==> config.mk <==
export PLATFORM = sky130hd
export DESIGN_NAME = c_hazard_ctrl
export DESIGN_NICKNAME = d
export VERILOG_FILES = /design/src/rtl/c_pipe_pkg.sv /design/src/rtl/c_sat_counter.sv /design/src/rtl/c_hazard_ctrl.sv
export SDC_FILE = /design/constraint.sdc
export NUM_CORES = 1
export LEC_CHECK = 0
export ABC_AREA = 1
export BUFFER_PORTS_ARGS = -buffer_cell sky130_fd_sc_hd__buf_2
export CORE_ASPECT_RATIO = 0.7
export CORE_MARGIN = 5
export CORE_UTILIZATION = 53
export CTS_BUF_LIST = sky130_fd_sc_hd__clkbuf_2 sky130_fd_sc_hd__clkbuf_4 sky130_fd_sc_hd__clkbuf_8
export DETAILED_ROUTE_END_ITERATION = 7
export PLACE_DENSITY = 0.8
export SETUP_SLACK_MARGIN = 0.1
export SYNTH_ARGS = -nofsm -noshare
export SYNTH_HDL_FRONTEND = slang
export SYNTH_HIERARCHICAL = 1
export SYNTH_SLANG_ARGS = --single-unit
==> constraint.sdc <==
create_clock -name clk -period 2 [get_ports clk]
set_input_delay 0.4 -clock clk [delete_from_list [all_inputs] [get_ports clk]]
set_output_delay 0.4 -clock clk [all_outputs]
set_load 0.005 [all_outputs]
==> src/rtl/c_pipe_pkg.sv <==
// Shared encodings and types for the pipeline hazard controller.
package c_pipe_pkg;

    localparam logic [1:0] RES_LOAD = 2'b01;

    localparam logic [1:0] FWD_REG  = 2'b00;
    localparam logic [1:0] FWD_WB   = 2'b01;
    localparam logic [1:0] FWD_MEM  = 2'b10;

    typedef enum logic [1:0] {
        RUN      = 2'd0,
        MEM_WAIT = 2'd1,
        ERR      = 2'd2
    } hz_state_t;

    // Forwarding select for one EX source operand; the MEM stage is newer, so it wins over WB.
    function automatic logic [1:0] fwd_sel(
        input logic [4:0] rs_e,
        input logic [4:0] rd_m,
        input logic       we_m,
        input logic [4:0] rd_w,
        input logic       we_w
    );
        if (we_m && (rd_m != 5'd0) && (rd_m == rs_e)) begin
            return FWD_MEM;
        end
        if (we_w && (rd_w != 5'd0) && (rd_w == rs_e)) begin
            return FWD_WB;
        end
        return FWD_REG;
    endfunction

endpackage

==> src/rtl/c_sat_counter.sv <==
// Saturating up-counter: counts cycles with inc high, sticks at all-ones.
module c_sat_counter #(
    parameter int W = 16
) (
    input  logic         clk,
    input  logic         reset,
    input  logic         inc,
    output logic [W-1:0] count
);

    // Increment unless already saturated; synchronous clear.
    always_ff @(posedge clk) begin
        if (reset) begin
            count <= '0;
        end else if (inc && (count != {W{1'b1}})) begin
            count <= count + {{(W-1){1'b0}}, 1'b1};
        end
    end

endmodule

==> src/rtl/c_hazard_ctrl.sv <==
// Hazard controller for the 5-stage RV32 pipe: load-use stalls, branch flushes,
// data-memory wait freeze with timeout/error, operand forwarding and perf counters.
module c_hazard_ctrl
    import c_pipe_pkg::*;
#(
    parameter int WAIT_MAX = 15,
    parameter int CNT_W    = 16
) (
    input  logic             clk,
    input  logic             reset,
    input  logic [4:0]       Rs1D,
    input  logic [4:0]       Rs2D,
    input  logic [4:0]       Rs1E,
    input  logic [4:0]       Rs2E,
    input  logic [4:0]       RdE,
    input  logic [4:0]       RdM,
    input  logic [4:0]       RdW,
    input  logic [1:0]       ResultSrcE,
    input  logic             RegWriteM,
    input  logic             RegWriteW,
    input  logic             PCSrcE,
    input  logic             MemReqM,
    input  logic             MemReadyM,
    output logic [1:0]       ForwardAE,
    output logic [1:0]       ForwardBE,
    output logic             StallF,
    output logic             StallD,
    output logic             StallE,
    output logic             StallM,
    output logic             FlushD,
    output logic             FlushE,
    output logic             FlushW,
    output logic             MemErr,
    output logic [CNT_W-1:0] StallCnt,
    output logic [CNT_W-1:0] FlushCnt
);

    localparam int WCNT_W = (WAIT_MAX < 1) ? 1 : $clog2(WAIT_MAX + 1);
    localparam logic [WCNT_W-1:0] WAIT_LIMIT = WCNT_W'(WAIT_MAX);
    localparam logic [WCNT_W-1:0] WAIT_ONE   = WCNT_W'(1);

    hz_state_t         state_q, state_d;
    logic [WCNT_W-1:0] wait_cnt_q, wait_cnt_d;

    logic mem_stall;
    logic lw_stall;

    // State and wait counter registers.
    always_ff @(posedge clk) begin
        if (reset) begin
            state_q    <= RUN;
            wait_cnt_q <= '0;
        end else begin
            state_q    <= state_d;
            wait_cnt_q <= wait_cnt_d;
        end
    end

    // Next-state logic: enter MEM_WAIT on an unanswered request, time out into sticky ERR.
    always_comb begin
        state_d    = state_q;
        wait_cnt_d = wait_cnt_q;
        unique case (state_q)
            RUN: begin
                if (MemReqM && !MemReadyM) begin
                    state_d    = MEM_WAIT;
                    wait_cnt_d = WAIT_ONE;
                end
            end
            MEM_WAIT: begin
                if (MemReadyM) begin
                    state_d    = RUN;
                    wait_cnt_d = '0;
                end else if (wait_cnt_q == WAIT_LIMIT) begin
                    state_d = ERR;
                end else begin
                    wait_cnt_d = wait_cnt_q + WAIT_ONE;
                end
            end
            ERR: begin
                state_d = ERR;
            end
            default: begin
                state_d    = RUN;
                wait_cnt_d = '0;
            end
        endcase
    end

    // Hazard detection terms; the memory freeze acts in the same cycle the request is seen.
    always_comb begin
        mem_stall = (MemReqM && !MemReadyM && (state_q != ERR)) || (state_q == ERR);
        lw_stall  = (ResultSrcE == RES_LOAD) && (RdE != 5'd0) &&
                    ((RdE == Rs1D) || (RdE == Rs2D));
    end

    // Output decode: memory freeze beats branch flush beats load-use stall; all low in reset.
    always_comb begin
        ForwardAE = FWD_REG;
        ForwardBE = FWD_REG;
        StallF    = 1'b0;
        StallD    = 1'b0;
        StallE    = 1'b0;
        StallM    = 1'b0;
        FlushD    = 1'b0;
        FlushE    = 1'b0;
        FlushW    = 1'b0;
        MemErr    = 1'b0;
        if (!reset) begin
            ForwardAE = fwd_sel(Rs1E, RdM, RegWriteM, RdW, RegWriteW);
            ForwardBE = fwd_sel(Rs2E, RdM, RegWriteM, RdW, RegWriteW);
            MemErr    = (state_q == ERR);
            if (mem_stall) begin
                // Whole pipe holds; a pending branch flush waits for the release cycle.
                StallF = 1'b1;
                StallD = 1'b1;
                StallE = 1'b1;
                StallM = 1'b1;
                FlushW = 1'b1;
            end else begin
                StallF = lw_stall;
                StallD = lw_stall;
                FlushD = PCSrcE;
                FlushE = lw_stall || PCSrcE;
            end
        end
    end

    c_sat_counter #(.W(CNT_W)) u_stall_cnt (
        .clk   (clk),
        .reset (reset),
        .inc   (StallF),
        .count (StallCnt)
    );

    c_sat_counter #(.W(CNT_W)) u_flush_cnt (
        .clk   (clk),
        .reset (reset),
        .inc   (FlushD),
        .count (FlushCnt)
    );

endmodule

==> results of run 1 <==
-- kinds of logic (layout without fill, tap and decap cells) --
kind of cell / after synthesis / count (layout) / share of synthesized area, %
adders and majority gates: 3 / 3 / 1.35
buffers and inverters: 50 / 147 / 7.57
AOI/OAI and AO/OA: 28 / 28 / 5.59
DFF: 38 / 38 / 27.4
xor gates and xnor gates: 23 / 23 / 7.26
and+or+nand+nor: 309 / 309 / 50.8
-- repair_timing --
action / 4_1_cts / 5_1_grt
setup endpoints to repair: 3 / 8
endpoints found under the hold margin: 0 / 0
pin swaps: 1 / 20
resized for setup: 5 / 43
setup buffers: 1 / 4
gates cloned: 1 / 0
-- tightest hold or removal path, cell delays in order --
cell and delay [ns]:
buf_2 0.12, nand4_1 0.10, a21oi_1 0.07
-- layout make-up --
cell class | instances | area (um2)
fill | 446 | 1560
tap | 72 | 90.1
inverter | 42 | 158
timing repair buffer | 97 | 591
clock buffer | 7 | 90.1
clock inverter | 1 | 5.00
multi-input combinational | 363 | 1890
sequential | 38 | 763
-- registers in the layout, summed over array words and instances (netlist names) --
register	count
state_q	2
u_flush_cnt/count	16
u_stall_cnt/count	16
wait_cnt_q	4
-- through the flow --
step                      TNS (ns)  util (%)
after floorplan                  0         -
after global placement           0      63.7
after detailed placement   -0.0341      63.7
after CTS                        0      66.2
after global routing             0      69.7
final                            0      69.7
-- cell usage after synthesis (all sizes together) (4+ instances only) --
| library cell | instances |
|---|---|
| a21oi | 24 |
| buf | 6 |
| dfxtp | 38 |
| inv | 42 |
| nand2 | 132 |
| nand3 | 31 |
| nand4 | 9 |
| nor2 | 121 |
| nor3 | 10 |
| o21ai | 4 |
| xnor2 | 7 |
| xor2 | 16 |
-- placed cells by master, fill, tap and decap left out, types with 2 or more instances in the layout --
cell type | synthesis | routed
buf_6 | 0 | 9
nor2_8 | 2 | 2
nor2_4 | 5 | 9
a21oi_1 | 21 | 21
xnor2_1 | 7 | 7
nor2b_1 | 2 | 2
nor2_2 | 21 | 24
buf_2 | 3 | 76
nor3_2 | 2 | 2
nor3_1 | 8 | 8
o21ai_0 | 2 | 2
buf_4 | 3 | 9
dfxtp_2 | 0 | 2
dfxtp_1 | 38 | 36
ha_1 | 3 | 3
or2_0 | 2 | 2
nand3_2 | 0 | 3
nor2_1 | 93 | 86
nand2_2 | 11 | 17
clkbuf_8 | 0 | 6
a21oi_2 | 3 | 2
inv_2 | 8 | 12
nand2_1 | 121 | 114
inv_1 | 34 | 30
buf_8 | 0 | 2
xor2_1 | 16 | 16
nand4_1 | 9 | 9
nand3_1 | 31 | 28
-- metal layers --
| metal | up-vias | share of wire [%] | track usage (%) |
|---|---|---|---|
| li1 | 1606 | - | - |
| met1 | 1398 | 47 | 28.6 |
| met2 | 86 | 45 | 33.2 |
| met3 | 7 | 7.0 | 5.74 |
| met4 | 0 | 0.89 | 5.29 |
| met5 | - | 0 | 0 |
-- worst min-delay path by stage --
stage	startpoint	to	slack [ns]	depth (start not counted)
final	MemReqM	state_q[0]	0.44	3
after global routing	MemReqM	state_q[0]	0.45	3
after CTS	MemReqM	state_q[0]	0.43	3
after detailed placement	u_stall_cnt/count[1]	u_stall_cnt/count[1]	0.52	2
after global placement	u_stall_cnt/count[1]	u_stall_cnt/count[1]	0.51	2
after floorplan	reset	wait_cnt_q[1]	0.47	1
-- power by group through the flow --
stage	clock network [W]	logic (W)	registers, W
CTS	0.000569	0.000264	0.000780
finish	0.000557	0.000298	0.000781
global placement	0	0.000249	0.000797
floorplan	0	0.000153	0.000796
global route	0.000610	0.000329	0.000783
detailed placement	0	0.000256	0.000797
==> run metrics, run 1 <==
status finished, final reports clean; Clock Power Share around a third; First DRT Iteration DRCs about 170; Final setup viols 0; Clock Sinks 38; Lkg Pwr 1.69 nW; clock-pin slew on the worst setup and hold paths approximately 0.070 ns; Finished Cell Area 3590 um2; Final period util 93.9%; crit path cell chain buf_8 > nor2_4 > nor2_1 > nor2_1 > nand3_1 > nand2_1 > nand2_2 > a21oi_4 > buf_6 > buf_6; unrepaired setup endpoints after global routing yes; Die Height 70.5 um; post-DP HPWL 5.63 mm; Final Max Tran Viols 0; Site Rows 22; final WL 7.31 mm; Slew headroom around 65%; VDD IR max roughly 0.21 mV; die footprint 6810 um2; Post-synth EDFFs 0; WP data arrival 1.48 ns; critical path launch point type primary input; reg2reg setup slack around 0.24 ns; Synth area leaders dfxtp_1, nand2_1, nor2_1, nand3_1, xor2_1; NumNets Final slightly below 600; I/O Buffers 87; # DRC 0; post-route ant nets 0; area leader, netlist dfxtp_1; Worst Skew 0.00643 ns; Crit Path Max Fanout 5; width of the die 96.5 um; highest clock rate 532 MHz; delay-heaviest family, CP simple AND/OR/NAND/NOR gates; Psw 0.000438 W; Pwr Total 0.00164 W; synthesized cell area between 2000 and 3000 um2; DR vias/cell 5.00; CP endpoint kind primary output; minimum clock period between 1.5 and 2 ns; Placer Congestion around 0.92; final-report hold violation count 0; Synth Flop Type dfxtp_1; pre-CTS setup slack -0.0341 ns; share of cells above drive strength 1 33.2%; top-area cell type share of the netlist area 27.4%; Slew @ Worst Pin 0.529 ns; Diodes inserted 0; core area 5150 um2; Ys Warns 6; gr ovfl total 0; Reg2Reg Capture Point u_flush_cnt/count[13]; Worst R2R Start state_q[0]; first-pass GRT wire length 11.9 mm; Reg2Reg Depth 12; CP peak stage delay 0.22 ns; register area share after synthesis 27.4%; Post-CTS Hold Fix Bufs 0; largest net degree at the start of global routing 17; worst path bufs/invs 3; Yosys reg bits 38; Critical Path Sink StallD; share of total power in combinational logic 18.2%; Worst Path Required 1.60 ns; Critical-path top delay cell a21oi_4; clk_lat worst skew 0.29 ns; WL/cell 11.8 um; first-pass iteration count of the detailed router 4; H-tree Lvls 2; vias in the first global route 2842; CTS root buf clkbuf_8; initial antenna violation count 0; Mapped Cells 451; Starting Density 53.9%; worst hold path type primary input to flip-flop; DP Cell Count slightly above 600; CTS Buf Count 5; CTS tree done; Yosys cell types 28; worst hold slack roughly 0.44 ns; Finished Layout Cells 620; Pwr Density roughly 460 nW/um2; sw frac 26.7%; Levels on crit path 10; setup ws final about 0.12 ns; Internal between 0.001 and 0.0015 W; maximum clock path buffer count 2; Max-Cap Viols 0; ys async rst share 0%; Area after DPL 3280 um2; # IOs about 90; area grow syn2layout 29.2%; Synth Net Count approximately 500; Critical path origin RdE[0]; routed vias 3097; Syn Area/Cell ~6 um2; WS Path Type primary input to primary output; Sequential Power Share 47.7%; total track usage 21.1%
Note: power is estimated with default switching activity, not from simulation.
==> inputs of run 2 (changes only) <==
- REMOVE_ABC_BUFFERS: not set -> 1
==> run metrics, run 2 (synthesis gave the netlist of run 1 again) <==
minimum clock period approximately 1.8 ns; DP Cell Count 607; Pwr Density 491 nW/um2; Die Height 70.5 um; hold depth 3; met2 wire length 3.53 mm; width of the die 96.5 um; initial antenna violation count 0; first-pass GRT wire length approximately 12 mm; WS Path Type primary input to primary output; total track usage between 20 and 25%; commonest non-fill, non-tap cell in the layout nand2_1; unrepaired setup endpoints after global routing no; setup TNS 0 ns; first-pass iteration count of the detailed router 5; WP data arrival ~1.4 ns; Final period util 91.8%; highest clock rate 545 MHz; metal1 wirelength 3.42 mm; clock-pin slew on the worst setup and hold paths 0.07 ns; Starting Density 53.9%; die footprint 6810 um2; register area 762 um2; CTS root buf clkbuf_8; Slew headroom 64.2%; Final setup viols 0; Max-Cap Viols 0; status finished, final reports clean; Diodes inserted 0; core area 5150 um2; Reg2Reg Depth 13; final-report hold violation count 0; CTS tree done; largest net degree at the start of global routing 17; Finished Layout Cells around 600; Slew @ Worst Pin 0.536 ns; routed vias between 3k and 4k; post-DP HPWL 5.85 mm; H-tree Lvls 2; area grow syn2layout 28.4%; share of cells above drive strength 1 31.1%; First DRT Iteration DRCs 182; Placer Congestion between 0.9 and 1; # DRC 0; final WL 7.52 mm; NumNets Final 592; DR vias/cell 4.99; Final Max Tran Viols 0; Post-CTS Hold Fix Bufs 0; top sig layer met4; CTS Buf Count 5; area of the multi-input gates 1870 um2; Site Rows 22; WL/cell 12.2 um; # IOs 88; maximum clock path buffer count 2; Worst Skew 0.0164 ns; vias in the first global route 2890; post-route ant nets 0; CP endpoint kind primary output; biggest regs u_flush_cnt/count: 16 flops, u_stall_cnt/count: 16 flops, wait_cnt_q: 4 flops; VDD IR max ~0.31 mV; worst hold path type primary input to flip-flop; Worst Path Required 1.60 ns; clk_lat worst skew 0.29 ns; Crit Path Max Fanout 5; I/O Buffers 87; gr ovfl total 0; critical path launch point type primary input; Lkg Pwr 1.69 nW; Clock Sinks 38; commonest non-fill, non-tap cells in the layout nand2_1, nor2_1, buf_2; Fillers 460; met3 WL post-DR 516 um
-- run 2: worst max-delay path: stages --
cell and delay (ns):
buf_8 0.11, nor2_2 0.10, nor2_1 0.05, nor2_1 0.10
nand3_1 0.08, nand2_1 0.08, nand2_2 0.08, a21oi_4 0.20
buf_6 0.14, buf_6 0.09
-- run 2: through the flow --
stage | instance area, um2 | util [%] | worst slack [ns] | power [W] | hold slack, ns
2_1_floorplan | 2720 | - | 0.123 | 0.000937 | 0.462
5_1_grt | 3560 | 69.2 | 0.0578 | 0.00183 | 0.468
6_report | 3560 | 69.2 | 0.164 | 0.00175 | 0.451
3_5_place_dp | 3290 | 63.8 | -0.0676 | 0.00105 | 0.519
3_3_place_gp | 3290 | 63.8 | 0.0293 | 0.00105 | 0.509
4_1_cts | 3410 | 66.2 | 0.109 | 0.00173 | 0.456
-- run 2: cell type report --
type,instances,area share (%)
clock buffer,7,2.35
clock inverter,1,0.843
inverter,42,4.50
multi-input combinational,363,52.4
sequential,38,21.4
tap,72,2.53
timing repair buffer,95,16.0
-- run 2: worst paths after layout --
check / from / endpoint / slack (ns)
worst max-delay path: RdE[0] / StallD / 0.16
worst min-delay path: MemReqM / state_q[0] / 0.45
worst max register to register: state_q[0] / u_flush_cnt/count[14] / 0.25
worst min register to register: u_flush_cnt/count[1] / u_flush_cnt/count[1] / 0.53
-- run 2: layer usage --
layer  GRT usage [%]  vias up
li1                -     1597
met1            29.5     1380
met2            35.3      100
met3            4.57        6
met4            4.67        0
met5               0        -
-- run 2: power breakdown --
| part | total, W | internal [W] | switching, W |
|---|---|---|---|
| sequential | 0.000780 | 0.000768 | 0.0000124 |
| combinational | 0.000288 | 0.000133 | 0.000154 |
| clock | 0.000680 | 0.000401 | 0.000279 |
| total | 0.00175 | 0.00130 | 0.000446 |
-- run 2: repair_timing --
| action | CTS | global route |
|---|---|---|
| resized for setup | 1 | 37 |
| setup endpoints to repair | 2 | 10 |
| pin swaps | 0 | 16 |
| buffers inserted | 0 | 3 |
==> inputs of run 3 (changes only) <==
- clock period: 2 -> 2.1 ns (I/O delays scaled with it)
==> run metrics, run 3 (synthesis gave the netlist of run 1 again) <==
final WL roughly 7 mm; Placer Congestion 0.938; # IOs 88; width of the die 96.5 um; CTS root buf clkbuf_8; metal1 wirelength 3.34 mm; met2 wire length around 3.2 mm; CTS Buf Count 5; Site Rows 22; CP endpoint kind primary output; Lkg Pwr 1.65 nW; setup ws final between 0.15 and 0.2 ns; initial antenna violation count 0; WL/cell 11.6 um; pre-CTS setup slack roughly 0.012 ns; status finished, final reports clean; first-pass iteration count of the detailed router 4; routed vias between 3k and 4k; Worst Skew 0.00229 ns; Pwr Density 431 nW/um2; setup TNS 0 ns; first-pass GRT wire length around 12 mm; worst hold path type primary input to flip-flop; commonest non-fill, non-tap cell in the layout nand2_1; H-tree Lvls 2; I/O Buffers 87; total track usage 21.4%; core area 5150 um2; gr ovfl total 0; Clock Sinks 38; Fillers 488; area grow syn2layout 22.8%; highest clock rate 525 MHz; commonest non-fill, non-tap cells in the layout nand2_1, nor2_1, buf_2; First DRT Iteration DRCs 148; met3 WL post-DR 507 um; Max-Cap Viols 0; vias in the first global route approximately 2.8k; # DRC 0; die footprint 6810 um2; Worst Path Required 1.68 ns; DR vias/cell approximately 5; Final Max Tran Viols 0; Crit Path Max Fanout 4; VDD IR max 0.245 mV; Die Height between 70 and 80 um; post-route ant nets 0; Diodes inserted 0; Starting Density 53.9%; WS Path Type primary input to primary output; unrepaired setup endpoints after global routing no; maximum clock path buffer count 2; critical path launch point type primary input; Slew @ Worst Pin 0.526 ns; biggest regs u_flush_cnt/count: 16 flops, u_stall_cnt/count: 16 flops, wait_cnt_q: 4 flops; Slew headroom roughly two thirds; CP peak stage delay 0.22 ns; post-DP HPWL around 5.8 mm; share of cells above drive strength 1 29.0%; minimum clock period about 1.9 ns; largest net degree at the start of global routing 17; CTS tree done; top sig layer met4; clk_lat worst skew 0.28 ns; WP data arrival 1.49 ns; Final setup viols 0; NumNets Final 591; crit path cell chain buf_2 > nor2_2 > nor2_1 > nor2_1 > nand3_1 > nand2_1 > nand2_2 > a21oi_4 > buf_6 > buf_2; Final period util 90.8%; Critical-path top delay cell a21oi_4; final-report hold violation count 0; clock-pin slew on the worst setup and hold paths 0.07 ns
[run 3: changes by cell type in the layout (fill, tap and decap cells not counted), moves of 3 or more]
cell	before	now
nand2_2	17	11
buf_6	9	1
nand2_1	115	121
nor2_4	8	5
buf_2	77	85
nor2_1	88	91
[run 3: worst max-delay path, delay by kind of cell]
| family | cells | cell delay [ns] |
|---|---|---|
| compound gates | 1 | 0.22 |
| buf+inv | 3 | 0.35 |
| simple gates | 6 | 0.51 |
[run 3: worst paths after layout]
check | from | endpoint | slack, ns | cells past startpoint
max | Rs1D[0] | StallF | 0.19 | 10
min | MemReqM | state_q[0] | 0.46 | 3
max reg2reg | state_q[0] | u_flush_cnt/count[13] | 0.27 | 12
min reg2reg | u_flush_cnt/count[1] | u_flush_cnt/count[1] | 0.53 | 2
[run 3: repair_timing]
action	in CTS	in global routing
gates resized for setup	0	8
hold buffers	0	0
endpoints found under the setup margin	0	8
buffers inserted	0	3
[run 3: layout make-up]
cell class | count | area (um2) | share of cell area, %
clock buffers | 5 | 68.8 | 2.02
clock inverters | 2 | 10.0 | 0.294
inverters | 42 | 158 | 4.63
multi-input cells | 363 | 1820 | 53.5
flip-flops and latches | 38 | 762 | 22.4
well taps | 72 | 90.1 | 2.64
repair buffers | 94 | 497 | 14.6
[run 3: stage by stage]
stage                     cell area (um2)  util [%]  total power, W  std cells  hold slack, ns
final                                3410      66.2         0.00147        616           0.460
after global placement               3280      63.7        0.000995        606           0.513
after global routing                 3410      66.2         0.00155        616           0.463
after floorplan                      2720         -        0.000893        443           0.482
after CTS                            3360      65.2         0.00147        613           0.461
after detailed placement             3280      63.7         0.00100        606           0.519
[run 3: power breakdown]
group	leakage (nW)	switching, W	internal, W
Clock	0.0438	0.000250	0.000223
Sequential	0.308	0.0000118	0.000731
Combinational	1.30	0.000140	0.000112
Total	1.65	0.000402	0.00107
[run 3: per-layer routing]
layer  GRT usage, %  vias to the layer above
li1               -                     1592
met3           4.57                        8
met1           29.3                     1400
met5              0                        -
met4           4.98                        0
met2           34.6                      101
